==> src/rtl/logic_op_ctrl_if.sv <==
// Command/response bundle between the UART decoder/formatter and the bitwise-op sequencer.
interface logic_op_ctrl_if #(
  parameter int unsigned N     = 4,
  parameter int unsigned CNT_W = 8
);
  logic             cmd_valid;
  logic             cmd_ready;
  logic [1:0]       cmd_op;
  logic             cmd_use_acc;
  logic [N-1:0]     cmd_a;
  logic [N-1:0]     cmd_b;
  logic             res_valid;
  logic             res_ready;
  logic [N-1:0]     res_data;
  logic             res_zero;
  logic             busy;
  logic [CNT_W-1:0] op_count;

  // Requester / consumer side
  modport master (
    output cmd_valid, cmd_op, cmd_use_acc, cmd_a, cmd_b, res_ready,
    input  cmd_ready, res_valid, res_data, res_zero, busy, op_count
  );

  // Sequencer side
  modport slave (
    input  cmd_valid, cmd_op, cmd_use_acc, cmd_a, cmd_b, res_ready,
    output cmd_ready, res_valid, res_data, res_zero, busy, op_count
  );
endinterface

==> src/rtl/logic_op_ctrl.sv <==
// Sequencer for the N-bit AND/OR/XOR datapath: accept a command, evaluate for one
// cycle, hold the registered result until taken. Keeps an accumulator for chaining.
module logic_op_ctrl #(
  parameter int unsigned N     = 4,
  parameter int unsigned CNT_W = 8
) (
  input logic            clk,
  input logic            rst,
  logic_op_ctrl_if.slave bus
);

  localparam logic [1:0] OP_AND  = 2'b00;
  localparam logic [1:0] OP_OR   = 2'b01;
  localparam logic [1:0] OP_XOR  = 2'b10;
  localparam logic [1:0] OP_LOAD = 2'b11;

  typedef enum logic [1:0] {
    ST_IDLE = 2'd0,
    ST_EXEC = 2'd1,
    ST_RESP = 2'd2
  } state_t;

  state_t           state_q, state_d;
  logic [1:0]       op_q, op_d;
  logic [N-1:0]     a_q, a_d;
  logic [N-1:0]     b_q, b_d;
  logic [N-1:0]     acc_q, acc_d;
  logic [N-1:0]     res_data_q, res_data_d;
  logic             res_zero_q, res_zero_d;
  logic             res_valid_q, res_valid_d;
  logic             cmd_ready_q, cmd_ready_d;
  logic             busy_q, busy_d;
  logic [CNT_W-1:0] op_count_q, op_count_d;

  logic [N-1:0]     and_c, or_c, xor_c, result_c;

  // Bitwise arrays, fed only from the latched operands
  assign and_c = a_q & b_q;
  assign or_c  = a_q | b_q;
  assign xor_c = a_q ^ b_q;

  // Select the array output for the latched op (LOAD passes B through)
  always_comb begin
    result_c = b_q;
    case (op_q)
      OP_AND:  result_c = and_c;
      OP_OR:   result_c = or_c;
      OP_XOR:  result_c = xor_c;
      OP_LOAD: result_c = b_q;
      default: result_c = b_q;
    endcase
  end

  // Next-state and next-output logic; flag outputs follow the next state
  always_comb begin
    state_d    = state_q;
    op_d       = op_q;
    a_d        = a_q;
    b_d        = b_q;
    acc_d      = acc_q;
    res_data_d = res_data_q;
    res_zero_d = res_zero_q;
    op_count_d = op_count_q;

    case (state_q)
      ST_IDLE: begin
        if (bus.cmd_valid && cmd_ready_q) begin
          op_d    = bus.cmd_op;
          a_d     = bus.cmd_use_acc ? acc_q : bus.cmd_a;
          b_d     = bus.cmd_b;
          state_d = ST_EXEC;
        end
      end
      ST_EXEC: begin
        res_data_d = result_c;
        acc_d      = result_c;
        res_zero_d = (result_c == '0);
        if (op_count_q != '1) begin
          op_count_d = op_count_q + CNT_W'(1);
        end
        state_d = ST_RESP;
      end
      ST_RESP: begin
        if (res_valid_q && bus.res_ready) begin
          state_d = ST_IDLE;
        end
      end
      default: state_d = ST_IDLE;
    endcase

    cmd_ready_d = (state_d == ST_IDLE);
    res_valid_d = (state_d == ST_RESP);
    busy_d      = (state_d != ST_IDLE);
  end

  // State and output registers; reset discards any pending result and the accumulator
  always_ff @(posedge clk or posedge rst) begin
    if (rst) begin
      state_q     <= ST_IDLE;
      op_q        <= '0;
      a_q         <= '0;
      b_q         <= '0;
      acc_q       <= '0;
      res_data_q  <= '0;
      res_zero_q  <= 1'b1;
      res_valid_q <= 1'b0;
      cmd_ready_q <= 1'b1;
      busy_q      <= 1'b0;
      op_count_q  <= '0;
    end else begin
      state_q     <= state_d;
      op_q        <= op_d;
      a_q         <= a_d;
      b_q         <= b_d;
      acc_q       <= acc_d;
      res_data_q  <= res_data_d;
      res_zero_q  <= res_zero_d;
      res_valid_q <= res_valid_d;
      cmd_ready_q <= cmd_ready_d;
      busy_q      <= busy_d;
      op_count_q  <= op_count_d;
    end
  end

  assign bus.cmd_ready = cmd_ready_q;
  assign bus.res_valid = res_valid_q;
  assign bus.res_data  = res_data_q;
  assign bus.res_zero  = res_zero_q;
  assign bus.busy      = busy_q;
  assign bus.op_count  = op_count_q;

endmodule
==> src/flat_wrapper.sv <==
// flat-port wrapper written by rule: the top's interface ports become plain ports
module logic_op_ctrl_flat 
#(
  parameter int unsigned N     = 4,
  parameter int unsigned CNT_W = 8
)
  (clk, rst, bus_cmd_valid, bus_cmd_op, bus_cmd_use_acc, bus_cmd_a, bus_cmd_b, bus_res_ready, bus_cmd_ready, bus_res_valid, bus_res_data, bus_res_zero, bus_busy, bus_op_count);
  logic_op_ctrl_if #(.N(N), .CNT_W(CNT_W)) bus_i ();
  input logic clk;
  input logic rst;
  input wire logic [$bits(bus_i.cmd_valid)-1:0] bus_cmd_valid;
  input wire logic [$bits(bus_i.cmd_op)-1:0] bus_cmd_op;
  input wire logic [$bits(bus_i.cmd_use_acc)-1:0] bus_cmd_use_acc;
  input wire logic [$bits(bus_i.cmd_a)-1:0] bus_cmd_a;
  input wire logic [$bits(bus_i.cmd_b)-1:0] bus_cmd_b;
  input wire logic [$bits(bus_i.res_ready)-1:0] bus_res_ready;
  output wire logic [$bits(bus_i.cmd_ready)-1:0] bus_cmd_ready;
  output wire logic [$bits(bus_i.res_valid)-1:0] bus_res_valid;
  output wire logic [$bits(bus_i.res_data)-1:0] bus_res_data;
  output wire logic [$bits(bus_i.res_zero)-1:0] bus_res_zero;
  output wire logic [$bits(bus_i.busy)-1:0] bus_busy;
  output wire logic [$bits(bus_i.op_count)-1:0] bus_op_count;
  assign bus_i.cmd_valid = bus_cmd_valid;
  assign bus_i.cmd_op = bus_cmd_op;
  assign bus_i.cmd_use_acc = bus_cmd_use_acc;
  assign bus_i.cmd_a = bus_cmd_a;
  assign bus_i.cmd_b = bus_cmd_b;
  assign bus_i.res_ready = bus_res_ready;
  assign bus_cmd_ready = bus_i.cmd_ready;
  assign bus_res_valid = bus_i.res_valid;
  assign bus_res_data = bus_i.res_data;
  assign bus_res_zero = bus_i.res_zero;
  assign bus_busy = bus_i.busy;
  assign bus_op_count = bus_i.op_count;
  logic_op_ctrl #(.N(N), .CNT_W(CNT_W)) u_core (.clk(clk), .rst(rst), .bus(bus_i));
endmodule
==> config.mk <==
export PLATFORM = sky130hd
export DESIGN_NAME = logic_op_ctrl_flat
export DESIGN_NICKNAME = d
export VERILOG_FILES = /design/src/rtl/logic_op_ctrl_if.sv /design/src/rtl/logic_op_ctrl.sv /design/src/flat_wrapper.sv
export SDC_FILE = /design/constraint.sdc
export NUM_CORES = 1
export LEC_CHECK = 0
export ABC_CLOCK_PERIOD_IN_PS = 2100
export BUFFER_PORTS_ARGS = -buffer_cell sky130_fd_sc_hd__buf_2
export CAP_MARGIN = 20
export CORE_AREA = 2 2 72 74
export CTS_CLUSTER_SIZE = 30
export DETAILED_ROUTE_END_ITERATION = 10
export DIE_AREA = 0 0 74 76
export GPL_ROUTABILITY_DRIVEN = 0
export PLACE_DENSITY = 0.61
export SYNTH_ARGS = -nofsm -noshare
export SYNTH_HDL_FRONTEND = slang
export SYNTH_SLANG_ARGS = --single-unit
==> constraint.sdc <==
create_clock -name clk -period 2.1 [get_ports clk]
set_clock_uncertainty 0.15 [all_clocks]
set_input_delay 0.315 -clock clk [delete_from_list [all_inputs] [get_ports clk]]
set_output_delay 0.315 -clock clk [all_outputs]
set_load 0.01 [all_outputs]
* Word level (Yosys, flattened, before mapping) *
Index checks and enable logic that the tools add are counted.

storage, ports and cells
  input bits = 15
  bits in registers = 28
  word-level logic and storage cells = 35

operators by class
  bitwise logic cells = 3
  add/subtract/negate cells = 1
  eq/ne operators = 7
  muxes and demuxes = 5
  reduce and logical (&&, ||, !) cells = 9

operators with widths
  cell                                                                    number
  4-bit one-hot mux with 4 select lines                                   1
  8-bit by 1-bit adder with 8-bit output (second input constant)          1
  2-bit equality test (second input constant)                             4
  8-bit inequality test (second input constant)                           1
  2-bit zero test                                                         3
  2-bit one-hot mux with 3 select lines                                   1
  4-bit bitwise AND                                                       1
  2-bit by 1-bit equality test with 1-bit output (second input constant)  2
  4-bit zero test                                                         1
  2-bit 2-to-1 mux                                                        2
  4-bit 2-to-1 mux                                                        1
  4-bit bitwise OR                                                        1
  2-bit AND reduction                                                     2
  4-bit bitwise XOR                                                       1
  1-bit logical AND                                                       2
  2-bit nonzero test                                                      1

* Depth between registers and ports, before layout *
  depth in word-level cells = 4
  gate-level depth with buffers = 6
  depth with buffers taken out = 6

* Least setup slack after synthesis *
Ideal clock, no wire load.

  kind = register to register
  start point = register u_core.b_q[0]
  end point = register u_core.res_zero_q (netlist: u_core.bus.res_zero)
  setup time = 72 ps
  stages on the path, launching flop included = 6
  setup slack = 136 ps
  buffers on the path = 0
  period minus slack after synthesis = 1964 ps
  arrival = 1742 ps
  path through = dfrtp_1 -> inv_1 -> ha_1 -> mux4_2 -> or4_1 -> o21ai_1

on the way
  cells in the longest elaborated chain, start to end = 3

RTL lines
  element                                    line                  source
  from (decl)                                logic_op_ctrl.sv:26   logic [N-1:0] b_q, b_d;
  from (signal assigned)                     logic_op_ctrl.sv:102  b_q <= '0;
  from (signal assigned)                     logic_op_ctrl.sv:114  b_q <= b_d;
  4-bit bitwise XOR (tied with other cells)  logic_op_ctrl.sv:40   assign xor_c = a_q ^ b_q;
  4-bit one-hot mux with 4 select lines *    logic_op_ctrl.sv:45   case (op_q)
  4-bit zero test *                          logic_op_ctrl.sv:77   res_zero_d = (result_c == '0);
  to (signal assigned)                       logic_op_ctrl.sv:117  res_zero_q <= res_zero_d;
  to (decl)                                  logic_op_ctrl.sv:29   logic res_zero_q, res_zero_d;

Every way passes the cells marked *; elsewhere a longest branch is shown, timed or not.
A chain may end at the register's enable or synchronous reset.

* Worst setup path in the final report *
Same ends and word-level chain as after synthesis.

==> results.yml <==
drt:
  viasPerCell: 4.25
  drcViolationCount: 0
  routed_wl_um: 2680
  dr.pass1.iters: 4
  drtIter0Drc: 38
  vias: 1012
  ant_nets: 0
  wl_per_cell_um: 11.2
cells_and_area:
  antenna_cells: 0
  fin_area_um2: 1720
  regArea_um2: 703
  area_growth_pct: 23.7
  finalNetCount: 193
  nFillCells: 496
  drive_above_1_share_pct: 32.1
  multi_input_area_um2: 627
worst_setup_path:
  worstSetupStartpointType: "flip-flop"
  worst_setup_path_end_kind: "flip-flop"
  reg2reg_to: "u_core.bus.res_zero"
  path_max_fanout: 3
  reg2reg_depth: 5
  critPathKind: "flip-flop to flip-flop"
  crit_path_end: "u_core.bus.res_zero"
  rr_startpoint: "u_core.b_q[0]"
  ff2ff_setup_slack_ns: 0.04
  required_ns: 2.16
  crit_arrival_ns: 2.12
  cp-startpoint: "u_core.b_q[0]"
synthesis:
  syn-cell-area_um2: 1390
  synthArstFlopShare_pct: 100
  seq_area_frac_synth_pct: 50.5
  ys_warn_count: 0
  ys_seq_elements: 28
  post_synth.cell_area_avg_um2: 10.5
  synth_edf_count: 0
  netlist_instances: 132
  synthesis.nets: 156
  synth_cell_type_count: 30
  synthFlopType: "dfrtp_1"
timing:
  final-setup-viol-count: 0
  finalMaxSlewViolations: 0
  fmax_ghz: 0.486
  relSlewSlack_pct: 65.7
  fin_crit_ns: 2.06
  hold_viol_final: 0
  worst_slack_ns: 0.0409
  hold_ws_ns: 0.0820
  rsz0062_at_grt: "yes"
  worstMarginPinSlew_ns: 0.513
  fin_crit_sh_pct: 98.1
placement:
  dp_hpwl_um: 2030
  dpl_worst_slack_ns: 0.0608
  postPlaceCellArea_um2: 1650
  portBuffers: 30
die:
  die_y_um: 76
  ios: 31
  start_util_pct: 28.3
  die_x_um: 74
  rows: 26
  die-area_um2: 5620
  core-area_um2: 4910
clock_tree:
  numCtsBuffers: 3
  clock_latency_ns: 0.28
  cts_max_level: 1
  tritoncts: "done"
  clock_path_buffers: 2
  clock_tree.root_cell: "clkbuf_8"
  path_clk_slew_ns: 0.09
  cts_sinks: 28
grt:
  antenna_found_initial: 0
  grt_pass1_wl_um: 4640
  grt.overflow.total: 0
  grt_pass1_vias: 1012
  grt_max_degree: 29
  track_usage_pct: 10.5
power:
  powerDensity_nw_per_um2: 1330
  peakVddDrop_mv: 0.356
  power_leakage_nw: 0.884
status:
  status: "completed"
worst_hold_path:
  hp-class: "input port to flip-flop"
flow_run:
  cap_violations: 0
## routing by layer
metal,up-vias,wire (um),track usage [%]
met5,-,0,0
met3,5,85,1.19
met1,472,1290,14.1
li1,511,-,-
met2,24,1250,17.1
met4,0,54,4.36
## critical path, cell delays in order (launching register included)
cell and delay, ns:
dfrtp_1 0.39, inv_2 0.05, ha_1 0.27, mux4_2 0.47, or4_4 0.55, o21ai_2 0.13
## worst min-delay path by stage
stage | slack, ns | from | cells after the start | endpoint
final | 0.08 | bus_cmd_b[1] | 3 | u_core.b_q[1]
after global routing | 0.11 | bus_cmd_b[1] | 3 | u_core.b_q[1]
after CTS | 0.09 | bus_cmd_b[1] | 3 | u_core.b_q[1]
after detailed placement | 0.25 | rst | 3 | u_core.bus.res_valid
after global placement | 0.25 | rst | 3 | u_core.bus.res_valid
after floorplan | 0.23 | rst | 1 | u_core.a_q[0]
## Yosys cell counts, types with 3 or more instances
cell type,n,area share [%]
ha_1,9,8.1
xor2_1,3,1.9
dfrtp_1,26,47
nor2_1,10,2.7
nand3_1,3,1.1
mux2i_1,4,2.9
inv_1,14,3.8
nand2_1,24,6.5
clkbuf_1,3,0.81
a21oi_1,5,1.8
mux2_2,4,3.2
o21ai_0,4,1.4
## final cells by class
cell class                 count  area share, %
timing repair buffer          36           11.5
inverter                      14           3.05
clock buffer                   4           3.20
tap                           70           5.08
multi-input combinational     86           36.4
sequential                    28           40.8
## power by group
group / switching [mW] / total, mW / internal, mW / leakage, nW
registers: 0.212 / 0.990 / 0.778 / 0.345
clock network: 0.169 / 0.337 / 0.168 / 0.0288
logic: 0.460 / 0.957 / 0.497 / 0.511
## metrics by stage
step	power, mW	TNS [ns]	cells	utilization [%]
3_3_place_gp	1.89	0	232	33.6
2_1_floorplan	1.60	0	132	-
3_5_place_dp	1.92	0	232	33.6
4_1_cts	2.26	0	237	34.9
6_report	2.29	0	238	35.1
5_1_grt	2.50	-0.0269	238	35.1
## placed cells by master, fill, tap and decap left out
cell           count
inv_1             13
mux2_2             4
dfstp_2            2
or2_2              1
nor2_1            10
a41oi_1            1
nand2b_1           1
o21ai_2            1
nand2_1           24
dfrtp_1           26
nor4b_1            1
mux2i_1            4
xor2_1             3
buf_2             30
nand3b_1           1
clkbuf_8           4
and4_1             1
nand3_1            3
nor3_2             1
mux4_2             4
a41o_1             1
inv_2              1
buf_4              5
nor3_1             1
or4_4              1
dlygate4sd3_1      1
nor2b_1            1
o21ai_0            4
a21oi_1            5
xnor2_1            1
and2_1             1
ha_1               9
and3_1             2
## flip-flops by register name (all words and copies together) (netlist names)
signal,flops
u_core.bus.res_valid,1
u_core.bus.cmd_ready,1
u_core.acc_q,4
u_core.bus.res_zero,1
u_core.bus.op_count,8
u_core.op_q,2
u_core.state_q,2
u_core.a_q,4
u_core.bus.busy,1
u_core.b_q,4
## logic make-up after synthesis
group / synth area share [%]
AND/OR/NAND/NOR: 16.0
flip-flops: 50.5
adder cells (fa/ha/maj): 8.09
AO/OA/AOI/OAI: 4.94
buffers and inverters: 4.85
XOR/XNOR: 2.52
multiplexers: 13.1
## what timing repair did
action,4_1_cts,5_1_grt
hold buffers,1,0
hold endpoints to repair,26,0
setup buffers,0,1
setup endpoints to repair,0,1
gates resized for setup,0,5
Power figures use the tool's default switching activity.
